==> config.mk <==
export PLATFORM = sky130hd
export DESIGN_NAME = wb_master
export DESIGN_NICKNAME = d
export VERILOG_FILES = /design/src/rtl/wb_master_pkg.sv /design/src/rtl/wb_cmd_fifo.sv /design/src/rtl/wb_master.sv
export SDC_FILE = /design/constraint.sdc
export NUM_CORES = 1
export LEC_CHECK = 0
export CORE_MARGIN = 3
export CORE_UTILIZATION = 45
export CTS_CLUSTER_DIAMETER = 50
export DETAILED_ROUTE_END_ITERATION = 10
export DONT_BUFFER_PORTS = 1
export GPL_TIMING_DRIVEN = 0
export PLACE_DENSITY = 0.63
export SLEW_MARGIN = 5
export SYNTH_ARGS = -nofsm -noshare
export SYNTH_HDL_FRONTEND = slang
export SYNTH_SLANG_ARGS = --single-unit
==> constraint.sdc <==
create_clock -name i_clk -period 3 [get_ports i_clk]
set_clock_uncertainty 0.05 [all_clocks]
set_input_delay 0.45 -clock i_clk [delete_from_list [all_inputs] [get_ports i_clk]]
set_output_delay 0.45 -clock i_clk [all_outputs]
set_load 0.005 [all_outputs]
==> src/rtl/wb_master_pkg.sv <==
// Shared types for the Wishbone B4 classic command master: FSM states and the
// command record queued between the host stream and the bus.
package wb_master_pkg;

  localparam int unsigned WORD_W = 8;
  localparam int unsigned ADDR_W = 1;

  typedef enum logic [1:0] {
    IDLE,
    ACTIVE,
    GAP
  } state_e;

  typedef struct packed {
    logic              we;
    logic [ADDR_W-1:0] addr;
    logic [WORD_W-1:0] data;
  } cmd_t;

endpackage

==> src/rtl/wb_cmd_fifo.sv <==
// Synchronous first-word-fall-through command FIFO; dout always shows the head
// entry so the bus FSM can register it in the same cycle it pops.
module wb_cmd_fifo #(
  parameter int unsigned G_WIDTH = 10,
  parameter int unsigned G_DEPTH = 4
) (
  input  logic               i_clk,
  input  logic               i_rst,
  input  logic               i_push,
  input  logic               i_pop,
  input  logic [G_WIDTH-1:0] i_din,
  output logic [G_WIDTH-1:0] o_dout,
  output logic               o_full,
  output logic               o_empty
);

  localparam int unsigned PW = $clog2(G_DEPTH);

  logic [G_WIDTH-1:0] mem_q [G_DEPTH];
  logic [PW-1:0]      wr_ptr_q;
  logic [PW-1:0]      rd_ptr_q;
  logic [PW:0]        count_q;
  logic               push_en;
  logic               pop_en;

  assign o_full  = (count_q == (PW+1)'(G_DEPTH));
  assign o_empty = (count_q == '0);
  assign push_en = i_push && !o_full;
  assign pop_en  = i_pop && !o_empty;
  assign o_dout  = mem_q[rd_ptr_q];

  always_ff @(posedge i_clk) begin
    if (i_rst) begin
      wr_ptr_q <= '0;
      rd_ptr_q <= '0;
      count_q  <= '0;
    end else begin
      if (push_en) wr_ptr_q <= wr_ptr_q + 1'b1;
      if (pop_en)  rd_ptr_q <= rd_ptr_q + 1'b1;
      case ({push_en, pop_en})
        2'b10:   count_q <= count_q + 1'b1;
        2'b01:   count_q <= count_q - 1'b1;
        default: count_q <= count_q;
      endcase
    end
  end

  always_ff @(posedge i_clk) begin
    if (push_en) mem_q[wr_ptr_q] <= i_din;
  end

endmodule

==> src/rtl/wb_master.sv <==
// Wishbone B4 classic single-cycle master: queues commands and issues them one
// at a time. Optional ack timeout is compiled in with WB_MASTER_TIMEOUT_EN.
module wb_master
  import wb_master_pkg::*;
#(
  parameter int unsigned G_WORD_WIDTH = WORD_W,
  parameter int unsigned G_ADDR_WIDTH = ADDR_W,
  parameter int unsigned G_FIFO_DEPTH = 4,
  parameter int unsigned G_TIMEOUT    = 15
) (
  input  logic                    i_clk,
  input  logic                    i_rst,
  input  logic                    i_cmd_valid,
  output logic                    o_cmd_ready,
  input  logic                    i_cmd_we,
  input  logic [G_ADDR_WIDTH-1:0] i_cmd_addr,
  input  logic [G_WORD_WIDTH-1:0] i_cmd_data,
  output logic                    o_rsp_valid,
  output logic [G_WORD_WIDTH-1:0] o_rsp_data,
  output logic                    o_rsp_err,
  output logic                    o_cyc,
  output logic                    o_stb,
  output logic                    o_we,
  output logic [G_ADDR_WIDTH-1:0] o_addr,
  output logic [G_WORD_WIDTH-1:0] o_data,
  input  logic [G_WORD_WIDTH-1:0] i_data,
  input  logic                    i_ack,
  output logic                    o_busy
);

  localparam int unsigned CMD_W = 1 + G_ADDR_WIDTH + G_WORD_WIDTH;

  state_e                  state_q, state_d;
  logic                    stb_q, stb_d;
  logic                    we_q, we_d;
  logic [G_ADDR_WIDTH-1:0] addr_q, addr_d;
  logic [G_WORD_WIDTH-1:0] data_q, data_d;
  logic                    rsp_valid_q, rsp_valid_d;
  logic [G_WORD_WIDTH-1:0] rsp_data_q, rsp_data_d;

  logic                    fifo_pop;
  logic                    fifo_full;
  logic                    fifo_empty;
  logic [CMD_W-1:0]        fifo_dout;
  logic                    head_we;
  logic [G_ADDR_WIDTH-1:0] head_addr;
  logic [G_WORD_WIDTH-1:0] head_data;

  wb_cmd_fifo #(
    .G_WIDTH (CMD_W),
    .G_DEPTH (G_FIFO_DEPTH)
  ) u_fifo (
    .i_clk   (i_clk),
    .i_rst   (i_rst),
    .i_push  (i_cmd_valid),
    .i_pop   (fifo_pop),
    .i_din   ({i_cmd_we, i_cmd_addr, i_cmd_data}),
    .o_dout  (fifo_dout),
    .o_full  (fifo_full),
    .o_empty (fifo_empty)
  );

  assign {head_we, head_addr, head_data} = fifo_dout;

  assign o_cmd_ready = !fifo_full;
  assign o_busy      = !fifo_empty || (state_q != IDLE);
  assign o_cyc       = stb_q;
  assign o_stb       = stb_q;
  assign o_we        = we_q;
  assign o_addr      = addr_q;
  assign o_data      = data_q;
  assign o_rsp_valid = rsp_valid_q;
  assign o_rsp_data  = rsp_data_q;

`ifdef WB_MASTER_TIMEOUT_EN
  localparam int unsigned TW = $clog2(G_TIMEOUT + 1);

  logic [TW-1:0] tmo_q, tmo_d;
  logic          rsp_err_q, rsp_err_d;

  assign o_rsp_err = rsp_err_q;
`else
  // Keeps the parameter referenced when the timeout is compiled out.
  logic unused_timeout;
  assign unused_timeout = ^G_TIMEOUT;
  assign o_rsp_err      = 1'b0;
`endif

  always_comb begin
    state_d     = state_q;
    stb_d       = stb_q;
    we_d        = we_q;
    addr_d      = addr_q;
    data_d      = data_q;
    rsp_valid_d = 1'b0;
    rsp_data_d  = rsp_data_q;
    fifo_pop    = 1'b0;
`ifdef WB_MASTER_TIMEOUT_EN
    tmo_d       = tmo_q;
    rsp_err_d   = rsp_err_q;
`endif
    case (state_q)
      IDLE: begin
        if (!fifo_empty) begin
          fifo_pop = 1'b1;
          we_d     = head_we;
          addr_d   = head_addr;
          data_d   = head_data;
          stb_d    = 1'b1;
          state_d  = ACTIVE;
`ifdef WB_MASTER_TIMEOUT_EN
          tmo_d    = '0;
`endif
        end
      end
      ACTIVE: begin
        // Ack is tested first so it wins over a timeout firing in the same cycle.
        if (i_ack) begin
          stb_d       = 1'b0;
          rsp_valid_d = 1'b1;
          rsp_data_d  = we_q ? '0 : i_data;
          state_d     = GAP;
`ifdef WB_MASTER_TIMEOUT_EN
          rsp_err_d   = 1'b0;
        end else if (tmo_q == TW'(G_TIMEOUT)) begin
          stb_d       = 1'b0;
          rsp_valid_d = 1'b1;
          rsp_data_d  = '0;
          rsp_err_d   = 1'b1;
          state_d     = GAP;
        end else begin
          tmo_d       = tmo_q + 1'b1;
`endif
        end
      end
      GAP:     state_d = IDLE;
      default: state_d = IDLE;
    endcase
  end

  always_ff @(posedge i_clk) begin
    if (i_rst) begin
      state_q     <= IDLE;
      stb_q       <= 1'b0;
      we_q        <= 1'b0;
      addr_q      <= '0;
      data_q      <= '0;
      rsp_valid_q <= 1'b0;
      rsp_data_q  <= '0;
`ifdef WB_MASTER_TIMEOUT_EN
      tmo_q       <= '0;
      rsp_err_q   <= 1'b0;
`endif
    end else begin
      state_q     <= state_d;
      stb_q       <= stb_d;
      we_q        <= we_d;
      addr_q      <= addr_d;
      data_q      <= data_d;
      rsp_valid_q <= rsp_valid_d;
      rsp_data_q  <= rsp_data_d;
`ifdef WB_MASTER_TIMEOUT_EN
      tmo_q       <= tmo_d;
      rsp_err_q   <= rsp_err_d;
`endif
    end
  end

endmodule
==> results of run 1 <==
[metrics by stage]
stage	hold WS [ps]	utilization, %	cell area, um^2
finish	135	52.1	2940
global route	125	52.1	2940
floorplan	404	-	2680
CTS	119	52.1	2940
detailed placement	445	49.1	2770
global placement	425	49.1	2770
[worst paths after layout]
check / endpoint / start / slack (ps) / cells after the start
max reg2reg: u_fifo.count_q[2] / u_fifo.count_q[2] / 590 / 9
min: state_q[1] / i_rst / 140 / 1
min reg2reg: o_cyc / o_cyc / 450 / 2
max: u_fifo.count_q[2] / u_fifo.count_q[2] / 590 / 9
[critical path, cell delays in order, from the launching register on]
cell	delay [ps]
dfxtp_1	380
or3b_1	360
buf_2	190
nand2_1	90
ha_1	170
inv_1	60
fa_1	370
xor2_1	160
or3_1	330
a21oi_1	180
[area by class of cell]
class | instances | area, um^2 | share of cell area, %
Clock inverter | 6 | 41.3 | 1.41
Buffer | 15 | 83.8 | 2.85
Multi-Input combinational cell | 97 | 790 | 26.9
Inverter | 7 | 26.3 | 0.895
Clock buffer | 9 | 124 | 4.22
Sequential cell | 69 | 1780 | 60.7
Tap cell | 72 | 90.1 | 3.07
[routing by layer]
metal	up-vias	share of wire, %
met5	-	0
met4	0	1.9
met3	11	9.7
met2	73	49
met1	755	39
li1	723	-
[cell usage after synthesis, types with 3 or more instances]
cell type	number
a21oi_1	16
buf_2	4
nand2_1	4
clkbuf_1	6
dfxtp_1	29
nand3_1	12
or3_1	3
nor2_1	5
and3_1	4
a22o_1	8
mux4_2	10
o21ai_0	12
edfxtp_1	40
inv_1	7
ha_1	5
[power by group through the flow]
stage | sequential (mW) | clock [mW] | combinational, mW
3_3_place_gp | 1.27 | 0 | 0.667
6_report | 1.26 | 0.629 | 0.709
2_1_floorplan | 1.24 | 0 | 0.552
3_5_place_dp | 1.28 | 0 | 0.700
5_1_grt | 1.28 | 0.685 | 0.792
4_1_cts | 1.26 | 0.645 | 0.706
[sequential cells by signal, indices dropped and copies added, names as in the netlist, 2 cells and up]
| register | count |
|---|---|
| u_fifo.mem_q | 40 |
| o_data | 8 |
| o_rsp_data | 8 |
| u_fifo.count_q | 3 |
| state_q | 2 |
| u_fifo.rd_ptr_q | 2 |
| u_fifo.wr_ptr_q | 2 |
[cell families after synthesis]
| logic type | count (synthesis) |
|---|---|
| AO/OA/AOI/OAI | 41 |
| XOR/XNOR | 2 |
| adder cells (fa/ha/maj) | 6 |
| buffers and inverters | 22 |
| flip-flops | 69 |
| multiplexers | 10 |
| other | 1 |
| AND/OR/NAND/NOR | 37 |
==> results.md, run 1 <==
- Count of placed standard cells in the final layout, fillers left out: 275
- Kind of start point of the critical path: flop
- Setup Viol. Count Final: 0
- Fraction of final layout cells sized beyond drive strength 1: 18.2%
- Clock transition time at the flip-flop clock pins of the worst setup and hold paths: 70 ps
- Met2 Track Usage GR: 25.1%
- Main area contributors after synthesis: edfxtp_1 (45%), dfxtp_1 (22%), mux4_2 (8.4%)
- Main combinational cell family by area after synthesis: compound AO/OA/AOI/OAI gates
- Max-Slew Margin vs Limit: 62.7%
- H-tree depth: 3
- Worst skew pair latency: 340 ps
- Warnings, synthesis: 0
- Worst-path maximum fanout: 10
- Number of post-CTS setup repair buffers: 0
- Combinational fraction of design power: 27.3%
- Average wire per cell in the routed design: 18.8 um
- Sequential area share after synthesis: 66.4%
- Pre-CTS setup slack: 628 ps
- Via count of the first global-routing pass: 1580
- Effective utilization at floorplan: 47.5%
- Die width: 83.2 um
- Data arrival time of the worst path: 2620 ps
- Xor/xnor share of the synthesized area: 0.653%
- Mux contribution to synthesized area: 8.40%
- Pin count of the biggest net entering global routing: 13
- Routed via count divided by cell count: 5.68
- Final worst path period share: 80.4%
- Final max-slew violation count: 0
- Kind of end point of the critical path: flop
- Antenna Violating Nets Remaining: 0
- Total placed cells including tap cells: 260
- PnR Total Power: 2.60 mW
- Syn Std Cell Area: 2680 um^2
- Core outline area: 5640 um^2
- Fraction of the mapped netlist area in simple logic gates: 7.79%
- Final count of hold timing violations: 0
- Critical setup path kind: flop to flop
- Most frequent cells in the layout: edfxtp_1 (40), dfxtp_1 (29), a21oi_1 (16)
- Power density of the placed cells: 884 nW/um^2
- Yosys top cell by area: edfxtp_1
- Leakage power of the design: 1.00 nW
- Total iterations of the first detailed-routing run: 4
- Fillers: 462
- Total negative slack for setup checks: 0 ps
- Fraction of synthesized cell area taken by the top area cell type: 44.8%
- Number of flops mapped to enable cells by yosys: 40
- Global-route wire length before repair: 8100 um
- Path class of the lowest-slack min-delay path: input port to flop
- Clock tree from TritonCTS: yes
- Number of input and output port buffers inserted: 0
- Synth Area in Compound Gates: 9.38%
- Syn avg cell area: 14.3 um^2
- Minimum clock period: 2410 ps
- Synthesized-area fraction occupied by adder cells: 3.08%
- Buffer levels on the longest clock path: 2
- Relative area change from synthesis to final layout: 9.52%
- Unrepaired setup endpoints after global routing: false
- Overall overflow remaining after global route: 0
- Peak VDD IR: 524 uV
- Antenna violations before repair: 0
- Upper clock frequency limit: 415 MHz
- Net total in the final layout: 227
- Drt total wl: 5160 um
- Count of antenna diodes in the layout: 0
- Vias after detailed routing: 1562
- Count of unresolved DRC violations after routing: 0
- Predominant post-synthesis flop cell: edfxtp_1
- Detailed placer's ending HPWL: 3450 um
- DIE HEIGHT: 83.2 um
- Initial drt markers: 161
- Hold buffer count at CTS: 0
- Count of instances resized after the clock tree is built: 0
- Busiest metal layer after global routing: met2
- Syn_nets: 216
- Number of standard-cell rows in the floorplan: 27
- Net switching power: 0.852 mW
- Sequential group share of total power: 48.5%
- Met1 Usage GRT: 17.0%
- Internal power of the cells: 1.74 mW
- Outcome: completed
- Slew at the pin closest to its max-slew limit: 560 ps
- CTS Buf Count: 9
- FF+latch count, synth: 69
- Final weighted congestion in routability-driven placement: 0.796
- Switching share of power: 32.8%
- Portion of total power attributed to the clock network: 24.2%
- Worst Path Required: 3210 ps
- Post-synthesis instance total: 188
- Smallest setup slack after layout: 589 ps
- Commonest non-fill, non-tap cell in the layout: edfxtp_1
- Post-synthesis cell type count: 33
- # clock sinks: 69
- Global router's overall resource usage: 15.5%
- I/O pin count: 46
- Asr flop ratio synth: 0%
- Die outline area: 6920 um^2
- Root Buffer: clkbuf_8
- Met3 Usage GRT: 9.13%
- Max capacitance violation total: 0
No activity file was read; power rests on OpenSTA's default activity.
==> run 2, diff against run 1 <==
- PLACE_DENSITY: 0.63 -> 0.65
- clock period: 3 -> 2.1 ns (I/O delays scaled with it)
==> run 2 against run 1 <==
Core utilization is 4.3 points higher. Cell count is 6.5% higher. The run now ends with setup timing left. Critical endpoint unchanged. Die area is the same.
==> results.md, run 2 (same netlist as run 1, synthesis figures left out) <==
- Die width: 83.2 um
- CTS Buf Count: 9
- Total negative slack for setup checks: -47.7 ps
- Count of antenna diodes in the layout: 0
- Effective utilization at floorplan: 47.5%
- Commonest non-fill, non-tap cell in the layout: edfxtp_1
- Unrepaired setup endpoints after global routing: true
- Slew at the pin closest to its max-slew limit: 554 ps
- Relative area change from synthesis to final layout: 18.7%
- Kind of start point of the critical path: flop
- Net switching power: 1.22 mW
- Core outline area: 5640 um^2
- Peak VDD IR: 666 uV
- Buffer levels on the longest clock path: 2
- Kind of end point of the critical path: flop
- Total iterations of the first detailed-routing run: 4
- Minimum clock period: 2150 ps
- Final count of hold timing violations: 0
- Drt total wl: 5140 um
- Clock tree from TritonCTS: yes
- Detailed placer's ending HPWL: 3440 um
- Antenna Violating Nets Remaining: 0
- Internal power of the cells: 2.88 mW
- Final worst path period share: 102%
- # clock sinks: 69
- Worst-path maximum fanout: 6
- Power density of the placed cells: 1290 nW/um^2
- Initial drt markers: 77
- Number of standard-cell rows in the floorplan: 27
- Pin count of the biggest net entering global routing: 12
- Net total in the final layout: 244
- Register with the highest flop count: u_fifo.mem_q
- Leakage power of the design: 1.13 nW
- Switching share of power: 29.7%
- Via count of the first global-routing pass: 1594
- Die outline area: 6920 um^2
- Data arrival time of the worst path: 2360 ps
- Violated checks: setup timing
- Worst Path Required: 2310 ps
- Smallest setup slack after layout: -47.7 ps
- Routed via count divided by cell count: 5.40
- Most frequent cells in the layout: edfxtp_1 (40), dfxtp_1 (26), a21oi_1 (16)
- Antenna violations before repair: 0
- Average wire per cell in the routed design: 17.5 um
- Count of unresolved DRC violations after routing: 0
- Worst skew pair latency: 340 ps
- Sequential group share of total power: 43.9%
- Clock transition time at the flip-flop clock pins of the worst setup and hold paths: 70 ps
- Portion of total power attributed to the clock network: 28.0%
- Upper clock frequency limit: 466 MHz
- Ordered cell list for the critical path: or3b_4, buf_6, nand2_4, ha_4, inv_2, fa_2, xor2_1, or3_1, a21oi_1
- Root Buffer: clkbuf_8
- Flip-flop count of the largest register after layout: 40
- Final weighted congestion in routability-driven placement: 0.770
- Fillers: 449
- Max capacitance violation total: 0
- Global router's overall resource usage: 15.3%
- H-tree depth: 3
- Count of placed standard cells in the final layout, fillers left out: 293
- Fraction of final layout cells sized beyond drive strength 1: 24.0%
- Max stage delay on crit path: 380 ps
- Vias after detailed routing: 1582
- Overall overflow remaining after global route: 0
- Total placed cells including tap cells: 260
- Max-Slew Margin vs Limit: 63.1%
- I/O pin count: 46
- Number of input and output port buffers inserted: 0
- Path class of the lowest-slack min-delay path: input port to flop
- Critical setup path kind: flop to flop
- Buffers and inverters on the worst path: 2
- Setup Viol. Count Final: 1
- Combinational fraction of design power: 28.1%
- Top delay family on crit path: simple AND/OR/NAND/NOR gates
- Outcome: finished with violations
- Highest-delay cell along the critical path: or3b_4
- DIE HEIGHT: 83.2 um
- Global-route wire length before repair: 7990 um
- Final max-slew violation count: 0
-- run 2: stage by stage --
step / util, % / instance area (um^2) / hold WS [ps] / worst slack [ps] / total power [mW]
finish: 56.4 / 3180 / 57.1 / -47.7 / 4.10
global route: 56.4 / 3180 / 35.3 / -121 / 4.33
CTS: 54.5 / 3080 / 4.76 / -63.9 / 4.11
detailed placement: 49.6 / 2800 / 347 / -113 / 2.87
global placement: 49.6 / 2800 / 345 / -35.7 / 2.81
floorplan: - / 2710 / 343 / 7.28 / 2.61
-- run 2: power groups by stage --
stage / logic (mW) / clock network, mW / registers (mW)
6_report: 1.15 / 1.15 / 1.80
3_5_place_dp: 1.03 / 0 / 1.84
3_3_place_gp: 0.989 / 0 / 1.82
2_1_floorplan: 0.832 / 0 / 1.78
5_1_grt: 1.27 / 1.23 / 1.82
4_1_cts: 1.13 / 1.18 / 1.80
-- run 2: worst paths after layout --
path                     start                end  slack [ps]  cells past startpoint
max reg2reg  u_fifo.count_q[2]  u_fifo.count_q[2]         -50                      9
max          u_fifo.count_q[2]  u_fifo.count_q[2]         -50                      9
min reg2reg              o_cyc              o_cyc         460                      2
min                  i_data[1]      o_rsp_data[1]          60                      1
-- run 2: timing repair --
item / CTS / global route
setup endpoints to repair: 1 / 3
gates resized for setup: 4 / 2
endpoints found under the hold margin: 1 / 40
hold buffers: 1 / 10
cloned: 1 / 0
pin swaps: 5 / 1
setup buffers: 5 / 0
-- run 2: cell type report --
type	count	area [um^2]	share of cell area, %
plain buffers	15	90.1	2.83
clock buffers	11	141	4.44
clock inverters	5	73.8	2.32
inverters	7	26.3	0.826
multi-input cells	97	820	25.8
flip-flops and latches	69	1790	56.2
well taps	72	90.1	2.83
repair buffers	17	153	4.80
-- run 2: metal layers --
| layer | vias up | wire length, um | track usage (%) |
|---|---|---|---|
| li1 | 757 | - | - |
| met1 | 757 | 2060 | 16.6 |
| met2 | 60 | 2560 | 24.9 |
| met3 | 8 | 431 | 7.74 |
| met4 | 0 | 88 | 6.98 |
| met5 | - | 0 | 0 |
==> run 3, diff against run 2 <==
- CAP_MARGIN: not set -> 20
- CORE_ASPECT_RATIO: not set -> 0.7
- SLEW_MARGIN: 5 -> not set
==> run 3 against run 2 <==
Cell count unchanged. Fmax fell by 1.2%. Non-clock buffer count did not move. Clock-buffer cell count decreased by 1. The flow still finishes with violations (setup timing). Critical path type unchanged.
==> results.md, run 3 (same netlist as run 1, synthesis figures left out) <==
- H-tree depth: 3
- Internal power of the cells: 2.69 mW
- Outcome: finished with violations
- Leakage power of the design: 1.12 nW
- Portion of total power attributed to the clock network: 25.6%
- Path class of the lowest-slack min-delay path: input port to flop
- Global-route wire length before repair: 8510 um
- Net switching power: 1.27 mW
- Clock tree from TritonCTS: yes
- Pre-CTS setup slack: -96.8 ps
- Global router's overall resource usage: 16.3%
- Pin count of the biggest net entering global routing: 14
- Initial drt markers: 123
- Via count of the first global-routing pass: 1674
- Worst-path maximum fanout: 5
- Number of standard-cell rows in the floorplan: 22
- Commonest non-fill, non-tap cell in the layout: edfxtp_1
- Max capacitance violation total: 0
- DIE HEIGHT: 70.6 um
- Antenna violations before repair: 0
- Overall overflow remaining after global route: 0
- Final count of hold timing violations: 0
- Number of input and output port buffers inserted: 0
- Fraction of final layout cells sized beyond drive strength 1: 24.0%
- Unrepaired setup endpoints after global routing: true
- # clock sinks: 69
- Sequential group share of total power: 45.4%
- Final max-slew violation count: 0
- Data arrival time of the worst path: 2390 ps
- Setup Viol. Count Final: 1
- Drt total wl: 5260 um
- Root Buffer: clkbuf_8
- Total iterations of the first detailed-routing run: 4
- Critical setup path kind: flop to flop
- Routed via count divided by cell count: 5.49
- I/O pin count: 46
- Count of antenna diodes in the layout: 0
- Die width: 98.3 um
- Power density of the placed cells: 1250 nW/um^2
- Register with the highest flop count: u_fifo.mem_q
- Vias after detailed routing: 1609
- Final worst path period share: 104%
- Count of unresolved DRC violations after routing: 0
- Final weighted congestion in routability-driven placement: 0.765
- Flip-flop count of the largest register after layout: 40
- Max-Slew Margin vs Limit: 62.1%
- Die outline area: 6940 um^2
- Core outline area: 5510 um^2
- Slew at the pin closest to its max-slew limit: 569 ps
- Worst skew pair latency: 340 ps
- Relative area change from synthesis to final layout: 18.1%
- Clock transition time at the flip-flop clock pins of the worst setup and hold paths: 80 ps
- Upper clock frequency limit: 460 MHz
- Antenna Violating Nets Remaining: 0
- Layout Utilization: 57.5%
- Fillers: 448
- Net total in the final layout: 244
- Detailed placer's ending HPWL: 3660 um
- Combinational fraction of design power: 29.1%
- Kind of start point of the critical path: flop
- Most frequent cells in the layout: edfxtp_1 (40), dfxtp_1 (26), a21oi_1 (16)
- Average wire per cell in the routed design: 18.0 um
- Switching share of power: 32.1%
- Buffer levels on the longest clock path: 2
- Minimum clock period: 2170 ps
- Kind of end point of the critical path: flop
- Peak VDD IR: 482 uV
- Effective utilization at floorplan: 48.7%
- Smallest setup slack after layout: -73.9 ps
- Violated checks: setup timing
- Worst Path Required: 2320 ps
- CTS Buf Count: 9
[run 3: timing repair]
item,CTS,global route
resized for setup,3,2
gates cloned,1,0
hold buffers,10,3
endpoints found under the setup margin,1,2
hold endpoints to repair,34,7
setup buffers,2,1
pin swaps,3,2
[run 3: worst paths after layout]
check,startpoint,end,slack (ps),cells past startpoint
worst max-delay path,u_fifo.count_q[2],u_fifo.count_q[2],-70,9
worst min-delay path,i_data[3],o_rsp_data[3],50,1
worst max register to register,u_fifo.count_q[2],u_fifo.count_q[2],-70,9
worst min register to register,o_cyc,o_cyc,450,2
[run 3: stage by stage]
| stage | cell area, um^2 | setup TNS [ps] | hold WS, ps | cells | power [mW] |
|---|---|---|---|---|---|
| after detailed placement | 2800 | -96.8 | 351 | 260 | 2.88 |
| after global placement | 2800 | -39.1 | 345 | 260 | 2.80 |
| after CTS | 3120 | -78.9 | 0.100 | 289 | 3.95 |
| final | 3170 | -73.9 | 45.5 | 293 | 3.95 |
| after floorplan | 2710 | 0 | 343 | 188 | 2.61 |
| after global routing | 3170 | -123 | 15.5 | 293 | 4.18 |
[run 3: area by class of cell]
class / instances / area [um^2] / area share, %
Clock buffer: 10 / 149 / 4.70
Sequential cell: 69 / 1790 / 56.4
Timing Repair Buffer: 17 / 158 / 4.98
Multi-Input combinational cell: 97 / 822 / 26.0
Tap cell: 72 / 90.1 / 2.85
Inverter: 7 / 26.3 / 0.830
Buffer: 15 / 90.1 / 2.85
Clock inverter: 6 / 45.0 / 1.42
[run 3: per-layer routing]
metal / GRT usage [%] / wire [um] / up-vias
li1: - / - / 760
met1: 18.9 / 2260 / 808
met2: 27.1 / 2650 / 37
met3: 8.08 / 302 / 4
met4: 4.55 / 55 / 0
met5: 0 / 0 / -
[run 3: worst max-delay path, cell delays in order (launching register included)]
cell	delay, ps
dfxtp_2	360
or3b_4	390
buf_6	140
nand2_4	70
ha_4	140
inv_2	30
fa_2	330
xor2_1	160
or3_1	310
a21oi_1	130
[run 3: power by group through the flow]
stage	clock [mW]	combinational (mW)	sequential [mW]
5_1_grt	1.10	1.27	1.82
2_1_floorplan	0	0.832	1.78
3_5_place_dp	0	1.05	1.83
3_3_place_gp	0	0.990	1.81
4_1_cts	1.04	1.12	1.79
6_report	1.01	1.15	1.79
